File: src/rtl/wb_link_select_stage.sv
// Write-back select stage: picks link address or MemToReg result, resolves the
// JAL destination, and buffers results in a 2-entry skid FIFO with flush.
module wb_link_select_stage #(
  parameter int DATA_W      = 32,
  parameter int PC_W        = 11,
  parameter int REG_AW      = 5,
  parameter int LINK_REG    = 31,
  parameter int LINK_OFFSET = 0
) (
  input  logic              clock,
  input  logic              reset,
  input  logic              in_valid,
  output logic              in_ready,
  input  logic [PC_W-1:0]   next_pc,
  input  logic [DATA_W-1:0] mem_to_reg_data,
  input  logic [REG_AW-1:0] dest_reg,
  input  logic              reg_write,
  input  logic              jal,
  input  logic              jalr,
  input  logic              flush,
  output logic              out_valid,
  input  logic              out_ready,
  output logic [DATA_W-1:0] wb_data,
  output logic [REG_AW-1:0] wb_reg,
  output logic              wb_write
);

  typedef enum logic [1:0] {
    EMPTY = 2'd0,
    ONE   = 2'd1,
    FULL  = 2'd2
  } fillState_e;

  fillState_e fillState, fillStateNext;

  logic [DATA_W-1:0] dataMem [2];
  logic [REG_AW-1:0] regMem  [2];
  logic              weMem   [2];
  logic              rdPtr, wrPtr;

  logic              pushEn, popEn;
  logic [PC_W-1:0]   linkAddr;
  logic [DATA_W-1:0] selData;
  logic [REG_AW-1:0] selReg;
  logic              selWe;

  assign in_ready  = reset && (fillState != FULL);
  assign out_valid = (fillState != EMPTY);
  assign pushEn    = in_valid && in_ready;
  assign popEn     = out_valid && out_ready;

  // Link address wraps in the PC width before zero-extension.
  assign linkAddr = next_pc + PC_W'(LINK_OFFSET);
  assign selData  = (jal || jalr) ? DATA_W'(linkAddr) : mem_to_reg_data;
  assign selReg   = jal ? REG_AW'(LINK_REG) : dest_reg;
  assign selWe    = (jal || jalr || reg_write) && (selReg != '0);

  always_comb begin
    fillStateNext = fillState;
    if (flush) begin
      fillStateNext = EMPTY;
    end else begin
      unique case ({pushEn, popEn})
        2'b10:   fillStateNext = (fillState == EMPTY) ? ONE : FULL;
        2'b01:   fillStateNext = (fillState == FULL) ? ONE : EMPTY;
        default: fillStateNext = fillState;
      endcase
    end
  end

  always_ff @(posedge clock) begin
    if (!reset) begin
      fillState <= EMPTY;
      rdPtr     <= 1'b0;
      wrPtr     <= 1'b0;
      for (int unsigned i = 0; i < 2; i++) begin
        dataMem[i] <= '0;
        regMem[i]  <= '0;
        weMem[i]   <= 1'b0;
      end
    end else begin
      fillState <= fillStateNext;
      if (flush) begin
        rdPtr <= 1'b0;
        wrPtr <= 1'b0;
      end else begin
        if (pushEn) begin
          dataMem[wrPtr] <= selData;
          regMem[wrPtr]  <= selReg;
          weMem[wrPtr]   <= selWe;
          wrPtr          <= ~wrPtr;
        end
        if (popEn) begin
          rdPtr <= ~rdPtr;
        end
      end
    end
  end

  assign wb_data  = out_valid ? dataMem[rdPtr] : '0;
  assign wb_reg   = out_valid ? regMem[rdPtr]  : '0;
  assign wb_write = out_valid && weMem[rdPtr];

endmodule

File: config.mk
export PLATFORM = sky130hd
export DESIGN_NAME = wb_link_select_stage
export DESIGN_NICKNAME = d
export VERILOG_FILES = /design/src/rtl/wb_link_select_stage.sv
export SDC_FILE = /design/constraint.sdc
export NUM_CORES = 1
export LEC_CHECK = 0
export ABC_AREA = 1
export CAP_MARGIN = 10
export CORE_MARGIN = 8
export CORE_UTILIZATION = 30
export DETAILED_ROUTE_END_ITERATION = 6
export DONT_BUFFER_PORTS = 1
export GPL_ROUTABILITY_DRIVEN = 0
export PLACE_DENSITY_LB_ADDON = 0.25
export SLEW_MARGIN = 25
export SYNTH_ARGS = -nofsm -noshare
export SYNTH_HDL_FRONTEND = slang
export SYNTH_SLANG_ARGS = --single-unit
File: constraint.sdc
create_clock -name clock -period 2.4 [get_ports clock]
set_input_delay 0.12 -clock clock [delete_from_list [all_inputs] [get_ports clock]]
set_output_delay 0.12 -clock clock [all_outputs]
set_load 0.005 [all_outputs]
* After elaboration in Yosys (flattened, before gate mapping)
Memories as Yosys holds them, arrays and structs flattened. A register that Yosys moved wholly into a read port is not among the register bits.
Cells that the tools add are included.
W data, S select, Z words.
** Word-level totals
- Bits of input ports :: 56
- Register bits after elaboration :: 4
- Output and inout port bits :: 40
- Memories kept :: 3
- RAM bits :: 76
- Logic and storage cells :: 55
** Operators by class
- Multiplexer cells :: 27
- Reductions and logical operators :: 15
- Equality and inequality tests :: 4
- Bitwise gates (word level) :: 3
** Memories
- dataMem :: depth 2, bits a word 32, rd ports 1, clocked after Yosys merged registers in 1, write ports 2, line 36 : logic [DATA_W-1:0] dataMem [2];
- regMem :: depth 2, bits a word 5, rd ports 1, clocked after Yosys merged registers in 1, write ports 2, line 37 : logic [REG_AW-1:0] regMem [2];
- weMem :: depth 2, bits a word 1, rd ports 1, clocked after Yosys merged registers in 1, write ports 2, line 38 : logic weMem [2];
** Operator list (number)
- $mux W32 :: 3
- $reduce_or A32 Y1 :: 1
- $mux W1 :: 19
- $mux W5 :: 3
- $logic_and A1 B1 Y1 :: 5
- $reduce_bool A5 Y1 :: 1
- $reduce_or A5 Y1 :: 1
- $eq A2 B2 Y1 const B :: 2
- $pmux W2 S2 :: 1
- $reduce_bool A2 Y1 :: 2
- $not A1 Y1 :: 3
- $eq A2 B1 Y1 const B :: 1
- $logic_not A2 Y1 :: 1
- $logic_or A1 B1 Y1 :: 2
- $mux W2 :: 1
- $ne A2 B2 Y1 const B :: 1
- $reduce_or A2 Y1 :: 1
- $reduce_or A1 Y1 :: 1

* Longest topological paths before layout
- Depth in word-level cells :: 9
- Gate-level depth with buffers :: 8

* Worst setup path after synthesis
Ideal clock, no wire load.
- Path kind :: register to register
- Start point :: register fillState[0]
- End point :: memory dataMem[1][0] (enable)
- Path buffers :: 2
- Data arrival time :: 1764 ps
- Required time :: 2005 ps
- Period minus slack after synthesis :: 2159 ps
- Stages on the path, launching flop included :: 9
- Setup slack :: 241 ps
- Cell sequence :: dfxtp_1 > inv_2 > nand2_2 > nand4_2 > nor2_2 > inv_2 > buf_6 > buf_6 > nand2_1
** RTL lines
- from (decl) :: line 34 : fillState_e fillState, fillStateNext;
- from (signal assigned) :: line 82 : fillState <= fillStateNext;
- to (decl) :: line 36

==> impl_metrics.env <==
export IMPL_dp_slack_ps=747
export IMPL_syn_nets=464
export IMPL_ys_seq_area_frac=0.626
export IMPL_via_per_inst=4.53
export IMPL_fill_cells=1324
export IMPL_post_dp_hpwl_um=6590
export IMPL_die_h_um=128
export IMPL_hold_path_class="in -> reg"
export IMPL_synth_ff_latch_count=81
export IMPL_p_total_w=0.00323
export IMPL_power_density_nw_per_um2=755
export IMPL_cp_cell_sequence="buf_4 -> nand2_1 -> a21oi_1"
export IMPL_slew_viol_final=0
export IMPL_place_port_buffers=0
export IMPL_boundaryPins=96
export IMPL_start_util=0.303
export IMPL_root_buffer="clkbuf_16"
export IMPL_r2r_end="regMem[1][0]"
export IMPL_ir_drop_mv=0.313
export IMPL_grt_max_degree=40
export IMPL_nNetsFinal=467
export IMPL_regToRegStartpoint="fillState[0]"
export IMPL_antenna_left=0
export IMPL_netlist_area_leader_share=0.589
export IMPL_wl_per_cell_um=16.1
export IMPL_worst_path_buf_inv=1
export IMPL_finalCritPeriodShare=0.707
export IMPL_grt_pass1_wl_um=14800
export IMPL_slowest_delay_ps=570
export IMPL_place_inst=569
export IMPL_path_clk_slew_ps=50
export IMPL_ys_warn_count=0
export IMPL_grt_pass1_vias=2793
export IMPL_area_growth_pct=13.3
export IMPL_status="finished, final reports clean"
export IMPL_drive_gt1_frac=0.0964
export IMPL_arrival_ps=1580
export IMPL_clock_sink_count=81
export IMPL_synth_cell_type_count=21
export IMPL_setup_viol=0
export IMPL_gr_total_overflow=0
export IMPL_cp_endpoint="wb_reg[1]"
export IMPL_cpMaxStageDelayCell="dfxtp_2"
export IMPL_worst_slew_pin_slew_ps=471
export IMPL_syn_inst=407
export IMPL_firstDrtPassIters=5
export IMPL_fin_ws_ps=702
export IMPL_cp_start_kind="flip-flop"
export IMPL_insertedDiodeCount=0
export IMPL_finalCriticalPeriod_ps=1700
export IMPL_drcViolationCount=0
export IMPL_synth_top_area_cell="edfxtp_1"
export IMPL_routed_wl_um=9450
export IMPL_finClkSkew_ps=7.22
export IMPL_stdcell_count=587
export IMPL_max_slew_margin_rel=0.685
export IMPL_cp_data_required_time_ps=2280
export IMPL_r2r_slack_ps=750
export IMPL_final_cell_mix="119 x nand2_1, 86 x nor2_1, 74 x edfxtp_1, 41 x a21oi_1, 24 x inv_1"
export IMPL_cp_max_fo=21
export IMPL_numCtsBuffers=9
export IMPL_synthesis_area_um2=3770
export IMPL_power_leakage_nw=1.59
export IMPL_cts_tree="yes"
export IMPL_fmax_mhz=589
export IMPL_clk_latency_ps=330
export IMPL_crit_type="reg -> out"
export IMPL_tns_ps=0
export IMPL_crit_cells=3
export IMPL_cts_resized=0
export IMPL_r2r_cells=7
export IMPL_die_w_um=128
export IMPL_detail_route_iter0_violations=95
export IMPL_synth_area_per_cell_um2=9.27
export IMPL_rsz0062_at_grt="false"
export IMPL_hold_violations=0
export IMPL_cts_buffer_depth=2
export IMPL_vias=2662
export IMPL_antenna_found_initial=0
export IMPL_grt_usage=0.119
export IMPL_num_rows=41
export IMPL_cts_max_level=3
export IMPL_layout_commonest_cell="nand2_1"
export IMPL_cp_end_kind="output port"
export IMPL_fp_dieArea_um2=16400
export IMPL_cp_top_family="flip-flops"
export IMPL_core_um2=12500
export IMPL_drv_cap=0
export IMPL_yosys_top_cells_area="edfxtp_1 59%, nand2_1 12%, nor2_1 8.7%, a21oi_1 5.4%, dfxtp_1 3.7%"
==> state kept, by name, indices dropped and copies added (netlist names), named ones only <==
name / count
regMem: 10
rdPtr: 1
wrPtr: 1
dataMem: 64
fillState: 2
weMem: 2
==> worst min-delay path: cells and delay by family <==
family	cells	cell delay (ps)
AO/OA/AOI/OAI	1	80
AND/OR/NAND/NOR	2	100
==> cells by family after synthesis <==
group | synth area share
and+or+nand+nor | 0.224
buffers and inverters | 0.0677
AOI/OAI and AO/OA | 0.0793
DFF | 0.626
adders and majority gates | 0.00332
==> worst min path at each step <==
stage | from | endpoint | slack, ps | cells past startpoint
floorplan | flush | wrPtr | 310 | 3
CTS | flush | wrPtr | 3 | 3
detailed placement | reset | weMem[0] | 320 | 4
global route | flush | fillState[1] | 30 | 3
finish | flush | wrPtr | 20 | 3
global placement | reset | weMem[0] | 320 | 4
==> final cells by class <==
class,instances,area [um^2],area share
Tap cell,172,215,0.0503
Sequential cell,81,2360,0.553
Clock buffer,13,260,0.0609
Inverter,26,97.6,0.0228
Timing Repair Buffer,16,125,0.0293
Clock inverter,3,41.3,0.00966
Multi-Input combinational cell,276,1170,0.274
==> per-stage QoR <==
step	area, um^2	hold slack [ps]	utilization
after floorplan	3770	307	-
after global placement	3950	320	0.317
after detailed placement	3950	321	0.317
after CTS	4280	2.73	0.343
after global routing	4280	33.2	0.343
final	4280	21.8	0.343
==> routing by layer <==
layer	GRT usage	share of wire	up-vias
li1	-	-	1326
met1	0.144	0.46	1237
met2	0.189	0.45	84
met3	0.0424	0.067	15
met4	0.0524	0.018	0
met5	0	0	-
==> power breakdown <==
part / internal, W / total [W] / switching (W) / leakage [nW]
sequential: 0.00161 / 0.00163 / 0.0000209 / 0.827
clock: 0.000860 / 0.00138 / 0.000523 / 0.143
combinational: 0.0000594 / 0.000220 / 0.000161 / 0.618
total: 0.00252 / 0.00323 / 0.000704 / 1.59
==> synthesized netlist by cell type <==
cell type,n
nand2_1,121
nor2_1,87
edfxtp_1,74
a21oi_1,41
inv_1,24
o21ai_0,14
buf_2,11
buf_6,7
dfxtp_1,7
clkbuf_1,5
nand3_1,3
nor2_2,3
inv_2,2
a21boi_0,1
clkbuf_2,1
ha_1,1
nand2_2,1
nand3_2,1
nand4_2,1
o21ai_2,1
o21bai_1,1
==> what timing repair did <==
item / CTS / global route
hold endpoints to repair: 2 / 0
buffers inserted: 0 / 0
hold buffers: 2 / 0
No activity file was read; power rests on OpenSTA's default activity.
